File: src/rtl/fmac_sched_pkg.sv
// Shared constants and types for the fmac schedule driver.
// Float format is FloPoCo style: 2 exception bits, sign, exponent, fraction.
package fmac_sched_pkg;

    localparam int unsigned FP_WE = 4;
    localparam int unsigned FP_WF = 4;
    localparam int unsigned FP_W  = 2 + 1 + FP_WE + FP_WF;

    typedef enum logic [1:0] {
        ST_LOAD    = 2'd0,
        ST_RUN     = 2'd1,
        ST_CAPTURE = 2'd2,
        ST_OUT     = 2'd3
    } fsm_state_e;

    localparam logic [1:0] EXC_ZERO   = 2'b00;
    localparam logic [1:0] EXC_NORMAL = 2'b01;
    localparam logic [1:0] EXC_INF    = 2'b10;
    localparam logic [1:0] EXC_NAN    = 2'b11;

    // Exception field of a FloPoCo word sits in the two MSBs.
    function automatic logic [1:0] exc_field(input logic [FP_W-1:0] x);
        return x[FP_W-1 -: 2];
    endfunction

endpackage

File: src/rtl/fmac_sched_driver_onehot_seq.sv
// One-hot shift register: load sets bit0, advance shifts toward the MSB,
// and shifting past the last bit leaves the vector all-zero.
module onehot_seq #(
    parameter int unsigned N = 15
) (
    input  logic         clk,
    input  logic         reset,
    input  logic         load_i,
    input  logic         adv_i,
    input  logic         clr_i,
    output logic [N-1:0] q_o,
    output logic         last_o
);

    logic [N-1:0] q_q;
    logic [N-1:0] q_d;

    always_comb begin
        q_d = q_q;
        if (clr_i) begin
            q_d = '0;
        end else if (load_i) begin
            q_d = N'(1);
        end else if (adv_i) begin
            q_d = q_q << 1;
        end
    end

    always_ff @(posedge clk) begin
        if (!reset) begin
            q_q <= '0;
        end else begin
            q_q <= q_d;
        end
    end

    assign q_o    = q_q;
    assign last_o = q_q[N-1];

endmodule

File: src/rtl/fmac_sched_driver.sv
// Issue-side controller: gathers operands, steps the one-hot datapath schedule,
// returns the captured result. FMAC_SCHED_CYCLE_COUNT_EN adds a cycle_count port.
module fmac_sched_driver
    import fmac_sched_pkg::*;
#(
    parameter int unsigned NUM_ARGS   = 8,
    parameter int unsigned NUM_STATES = 15,
    parameter int unsigned W          = FP_W
) (
    input  logic                  clk,
    input  logic                  reset,
    input  logic [W-1:0]          in_data,
    input  logic                  in_valid,
    output logic                  in_ready,
    output logic [NUM_ARGS*W-1:0] args,
    output logic [NUM_STATES-1:0] sched_state,
    output logic                  sched_ce,
    input  logic                  stall,
    input  logic [W-1:0]          result_in,
    output logic [W-1:0]          out_data,
    output logic                  out_valid,
    input  logic                  out_ready
`ifdef FMAC_SCHED_CYCLE_COUNT_EN
    ,
    output logic [31:0]           cycle_count
`endif
);

    localparam int unsigned IDX_W = (NUM_ARGS > 1) ? $clog2(NUM_ARGS) : 1;
    localparam logic [IDX_W-1:0] LAST_IDX = IDX_W'(NUM_ARGS - 1);

    fsm_state_e            state_q, state_d;
    logic [IDX_W-1:0]      idx_q, idx_d;
    logic [NUM_ARGS*W-1:0] args_q, args_d;
    logic [W-1:0]          out_data_q, out_data_d;
    logic                  out_valid_q, out_valid_d;
    logic                  seq_load, seq_adv, seq_last;
`ifdef FMAC_SCHED_CYCLE_COUNT_EN
    logic [31:0]           cc_q, cc_d;
`endif

    onehot_seq #(.N(NUM_STATES)) u_seq (
        .clk    (clk),
        .reset  (reset),
        .load_i (seq_load),
        .adv_i  (seq_adv),
        .clr_i  (1'b0),
        .q_o    (sched_state),
        .last_o (seq_last)
    );

    // Next-state and datapath register updates.
    always_comb begin
        state_d     = state_q;
        idx_d       = idx_q;
        args_d      = args_q;
        out_data_d  = out_data_q;
        out_valid_d = out_valid_q;
        seq_load    = 1'b0;
        seq_adv     = 1'b0;
`ifdef FMAC_SCHED_CYCLE_COUNT_EN
        cc_d        = cc_q;
`endif
        case (state_q)
            ST_LOAD: begin
                if (in_valid) begin
                    args_d[idx_q*W +: W] = in_data;
                    if (idx_q == LAST_IDX) begin
                        idx_d    = '0;
                        state_d  = ST_RUN;
                        seq_load = 1'b1;
`ifdef FMAC_SCHED_CYCLE_COUNT_EN
                        cc_d     = '0;
`endif
                    end else begin
                        idx_d = idx_q + IDX_W'(1);
                    end
                end
            end
            ST_RUN: begin
                if (!stall) begin
                    seq_adv = 1'b1;
                    if (seq_last) begin
                        state_d = ST_CAPTURE;
                    end
                end
            end
            ST_CAPTURE: begin
                if (!stall) begin
                    out_data_d  = result_in;
                    out_valid_d = 1'b1;
                    state_d     = ST_OUT;
                end
            end
            ST_OUT: begin
                if (out_ready) begin
                    out_valid_d = 1'b0;
                    state_d     = ST_LOAD;
                end
            end
            default: state_d = ST_LOAD;
        endcase
`ifdef FMAC_SCHED_CYCLE_COUNT_EN
        // Stall cycles count too; the counter saturates rather than wrapping.
        if ((state_q == ST_RUN || state_q == ST_CAPTURE) && (cc_q != '1)) begin
            cc_d = cc_q + 32'd1;
        end
`endif
    end

    always_ff @(posedge clk) begin
        if (!reset) begin
            state_q     <= ST_LOAD;
            idx_q       <= '0;
            args_q      <= '0;
            out_data_q  <= '0;
            out_valid_q <= 1'b0;
`ifdef FMAC_SCHED_CYCLE_COUNT_EN
            cc_q        <= '0;
`endif
        end else begin
            state_q     <= state_d;
            idx_q       <= idx_d;
            args_q      <= args_d;
            out_data_q  <= out_data_d;
            out_valid_q <= out_valid_d;
`ifdef FMAC_SCHED_CYCLE_COUNT_EN
            cc_q        <= cc_d;
`endif
        end
    end

    assign in_ready  = (state_q == ST_LOAD);
    assign sched_ce  = ((state_q == ST_RUN) || (state_q == ST_CAPTURE)) && !stall;
    assign args      = args_q;
    assign out_data  = out_data_q;
    assign out_valid = out_valid_q;
`ifdef FMAC_SCHED_CYCLE_COUNT_EN
    assign cycle_count = cc_q;
`endif

endmodule

File: config.mk
export PLATFORM = sky130hd
export DESIGN_NAME = fmac_sched_driver
export DESIGN_NICKNAME = d
export VERILOG_FILES = /design/src/rtl/fmac_sched_pkg.sv /design/src/rtl/fmac_sched_driver_onehot_seq.sv /design/src/rtl/fmac_sched_driver.sv
export SDC_FILE = /design/constraint.sdc
export NUM_CORES = 1
export LEC_CHECK = 0
export ABC_AREA = 1
export ABC_CLOCK_PERIOD_IN_PS = 1900
export BUFFER_PORTS_ARGS = -buffer_cell sky130_fd_sc_hd__buf_2
export CAP_MARGIN = 10
export CORE_AREA = 2 2 99 124
export DETAILED_ROUTE_END_ITERATION = 8
export DIE_AREA = 0 0 101 126
export GPL_ROUTABILITY_DRIVEN = 0
export MAX_ROUTING_LAYER = met4
export PLACE_DENSITY = 0.74
export RECOVER_POWER = 25
export SLEW_MARGIN = 20
export SYNTH_ARGS = -nofsm -noshare
export SYNTH_HDL_FRONTEND = slang
export SYNTH_HIERARCHICAL = 1
export SYNTH_SLANG_ARGS = --single-unit
File: constraint.sdc
create_clock -name clk -period 1.9 [get_ports clk]
set_input_delay 0.19 -clock clk [delete_from_list [all_inputs] [get_ports clk]]
set_output_delay 0.19 -clock clk [all_outputs]
set_load 0.02 [all_outputs]
# Word level (Yosys, flattened, before mapping)
# Cells that the tools add are included.
# Widths: inputs -> output; s select.
[word_totals] word_cells=54 regBits=120 output_inout_bits=117 input_bits=27
[classes] n_mul=1 shifts=2 bitwise=2 n_eq_ne=10 muxes=19 reduce_logical=11 add_sub_neg=2
[ops] operator="$bwmux 88" count=1
[ops] operator="$shift 11x34->88 const A" count=1
[ops] operator="$shiftx 11x34->88" count=1
[ops] operator="$neg 7->34" count=1
[ops] operator="$mux 2" count=6
[ops] operator="$mux 1" count=9
[ops] operator="$ne 2x2->1 const B" count=4
[ops] operator="$pmux 2 s4" count=1
[ops] operator="$mul 3x4->7 const B" count=1
[ops] operator="$reduce_and 6->1" count=1
[ops] operator="$eq 2x2->1 const B" count=2
[ops] operator="$ne 2x1->1 const B" count=2
[ops] operator="$reduce_and 2->1" count=2
[ops] operator="$reduce_bool 2->1" count=2
[ops] operator="$add 3x1->3 const B" count=1
[ops] operator="$eq 3x3->1 const B" count=1
[ops] operator="$mux 3" count=1
[ops] operator="$reduce_and 3->1" count=1
[ops] operator="$eq 2x1->1 const B" count=1
[ops] operator="$logic_not 2->1" count=1
[ops] operator="$not 1->1" count=2
[ops] operator="$pmux 1 s2" count=1
[ops] operator="$reduce_or 2->1" count=1
[ops] operator="$logic_and 1x1->1" count=1
[ops] operator="2 further kinds" count=2

# Longest topological paths before layout
[logic_depth] word_depth=5 depth_mapped=13 depth_no_buf=10

# Modules after synthesis
# The synthesis kept the hierarchy.
[by_module_without_submodules] mod="fmac_sched_driver" cells_per_inst=659 area_per_inst_um2=4638.2 n_inst=1 seq_area_each_um2=2102.0
[by_module_without_submodules] mod="onehot_seq" cells_per_inst=111 area_per_inst_um2=684.4 n_inst=1 seq_area_each_um2=300.3

# Worst setup path before layout
# OpenSTA, ideal clock, no wires.
[synth_path] path_kind="register to register" start="register idx_q[0]" end="register args_q[1] (netlist: args[1])" setup_ns=0.115 t_required_ns=1.785 stages_incl_launch_ff=12 period_less_slack_ns=1.849 arrival_ns=1.734 path_buffers=3 path_slack_ns=0.051 cell_sequence="dfxtp_1 > buf_4 > inv_1 > buf_2 > ha_1 > inv_2 > nand2_1 > nor2_1 > buf_2 > nand3_1 > nand2_1 > nor2_1"
[synth_between] elab_chain_cells=4 word_cells_on_any_way=5 cone_classes="add/sub (1); mul (1); shift (2); mux (1)"
[synth_rtl] item="from (decl)" line="fmac_sched_driver.sv:33" text="logic [IDX_W-1:0] idx_q, idx_d;"
[synth_rtl] item="from (signal assigned)" line="fmac_sched_driver.sv:123" text="idx_q <= idx_d;"
[synth_rtl] item="$mul 3x4->7 (*)" line="fmac_sched_driver.sv:67" text="args_d[idx_q*W +: W] = in_data;"
[synth_rtl] item="$neg 7->34 (*)" line="fmac_sched_driver.sv:67"
[synth_rtl] item="$shiftx 11x34->88 / $shift 11x34->88 (equally long branches)" line="fmac_sched_driver.sv:67"
[synth_rtl] item="$bwmux 88 (*)" line="fmac_sched_driver.sv:67"
[synth_rtl] item="to (signal assigned)" line="fmac_sched_driver.sv:124" text="args_q <= args_d;"
[synth_rtl] item="to (decl)" line="fmac_sched_driver.sv:34" text="logic [NUM_ARGS*W-1:0] args_q, args_d;"
# Every way passes the cells marked *; elsewhere a longest branch is shown, timed or not.
# A chain may end at the register's enable or synchronous reset.

# Final worst setup path
[layout_path] start="register idx_q[1]" end="register args_q[41] (netlist: args[41])"
# Same word-level chain as after synthesis.

==> impl_metrics.ini <==
[setup_path]
startpoint_type = flop
arrival_ns = 2.03
crit_required_ns = 2.23
worstPathMaxFanout = 14
critPathCaptureType = flop
crit_type = flop to flop

[drt]
routedWlPerCell_um = 12.3
wl_met2_mm = 6.25
highest_layer = met4
postRouteWirelength_mm = 13.1
drcViolationCount = 0
vias_per_cell = 4.68
met1Wirelength_mm = 5.83
ant_nets = 0
vias = 4987
drtIter0Drc = 256
dr_wl_met3_um = 661
drt_pass1_iterations = 7

[synth]
synth_seq_area_share_pct = 45.1
synth_cells = 770
synth_xor_area_share_pct = 0
ys_ff_latch = 120
synth-async-reset-ratio_pct = 0
yosysWarnings = 6
synth-compound-area-share_pct = 8.04
synth_edf_count = 0
synth.distinct_cells = 28
synth_top_family_by_area = simple AND/OR/NAND/NOR gates
postSynthAreaPerCell_um2 = 6.91
syn_area_mm2 = 0.00532
synth_fa_ha_area_share_pct = 2.35
synth_top_flop_cell = dfxtp_1
synth-simple-area-share_pct = 31.8
syn-num-nets = 807
synth_mux_area_share_pct = 0

[power_and_ir_drop]
ir_worst_vdd_mv = 0.667
p_leak_nw = 3.42
powerDensity_mw_per_mm2 = 1320

[flow_run]
drv_cap = 0

[clock_tree]
cts_tree = done
root_buffer = clkbuf_16
numCtsBuffers = 17
clkSinkCount = 120
clk_path_buf_depth = 2
path_clk_slew_ns = 0.05
clkLatencyLatePin_ns = 0.41
cts_hold_buf = 0
cts_max_level = 4

[die]
std_cell_rows = 44
coreArea_mm2 = 0.0116
initial_core_util_pct = 46.0
io_pins = 144
die_width_um = 101
die_y_um = 126
dieArea_mm2 = 0.0127

[layout]
stdcell_area_mm2 = 0.00673
syn2layout_area_growth_pct = 26.5
layout.nets = 952
final_common_cell = nor2_1
layout_common_cells = 174 x nor2_1, 153 x nand2_1, 120 x dfxtp_1
diodes = 0
drive_gt1_share_pct = 16.9

[sta]
hold_viol_final = 0
post-route-period-util_pct = 89.2
tns_ns = 0
finalMaxSlewViolations = 0
fmax_ghz = 0.590
setup_violations = 0
finalCriticalPeriod_ns = 1.69
rsz0062_at_grt = no
fin_skew_ns = 0.00967

[global_routing]
antenna_found_initial = 0
grt_overflow = 0
grt_pass1_wl_mm = 21.0
grtUsageTotal_pct = 21.4
grt_pass1_vias = 4446
grt_max_degree = 34

[placed_design]
dpl_cell_area_mm2 = 0.00614
dpl.hpwl_mm = 9.29
portBuffers = 143

[worst_hold_path]
hp-class = input pin to flop

[status]
outcome = finished clean
==> layer usage <==
layer | vias up | global-route usage [%]
li1 | 2632 | -
met1 | 2181 | 26.0
met2 | 148 | 33.4
met3 | 26 | 5.22
met4 | 0 | 9.78
met5 | - | -
==> power by group <==
group | leakage (nW) | switching, W | total, W | internal (W)
sequential | 0.971 | 0.000160 | 0.00297 | 0.00281
combinational | 2.16 | 0.00181 | 0.00265 | 0.000845
clock | 0.287 | 0.00112 | 0.00328 | 0.00216
==> critical path, cell delays in order, from the launching register on <==
cell and delay [ns]:
dfxtp_1 0.37, inv_1 0.09, ha_1 0.22, inv_1 0.06, nand2_1 0.06, nand2_2 0.14, buf_4 0.23, buf_4 0.21
nand3_1 0.09, a21oi_1 0.15
==> registers in the layout, indices dropped and copies added (netlist names) <==
signal and flops:
args 88, u_seq/q_o 15, out_data 11, idx_q 3
state_q 2, out_valid 1
==> repair_timing <==
item                       CTS  global route
setup buffers                0             4
setup endpoints to repair    0            28
resized for setup            0             4
==> path summary, 6_finish.rpt <==
check                      from           end  slack [ns]  cells after the start
setup / recovery       idx_q[1]      args[41]        0.21                      9
hold / removal    result_in[10]  out_data[10]        0.04                      3
setup reg to reg       idx_q[1]      args[41]        0.21                      9
hold reg to reg        args[59]      args[59]        0.47                      2
==> cell usage after synthesis, types with 3 or more instances <==
master      n  area [um^2]
a21oi_1    49          245
buf_1       5         18.8
buf_2      16         80.1
buf_4       6         45.0
buf_6       7         78.8
clkbuf_1    8         30.0
dfxtp_1   120         2400
ha_1       10          125
inv_1     108          405
nand2_1   154          578
nand2_2     3         18.8
nand3_1    35          175
nand3b_1   12         90.1
nor2_1    175          657
nor3_1     11         55.1
o21ai_0    25          125
o21ai_1    10         50.1
==> layout make-up <==
class                           count  area (um^2)
Clock buffer                       21          470
Clock inverter                     11          146
Fill cell                        1134         4830
Inverter                          110          415
Multi-Input combinational cell    497         2260
Sequential cell                   120         2400
Tap cell                          138          173
Timing Repair Buffer              169          862
==> metrics by stage <==
step	cells	hold slack (ns)	utilization, %	setup slack, ns	total power [W]
floorplan	770	0.315	-	0.0510	0.00495
global placement	1030	0.442	53.1	0.164	0.00561
detailed placement	1030	0.449	53.1	0.0910	0.00563
CTS	1062	0.0268	58.5	0.0883	0.00894
global route	1066	0.0294	58.2	0.0167	0.00943
finish	1066	0.0370	58.2	0.205	0.00890
==> logic make-up (layout without fill, tap and decap cells) <==
family	count (synthesis)	in the layout
AND/OR/NAND/NOR	401	401
buffers and inverters	153	311
flip-flops	120	120
AO/OA/AOI/OAI	85	85
adder cells (fa/ha/maj)	10	10
other	1	1
Power figures use the tool's default switching activity.
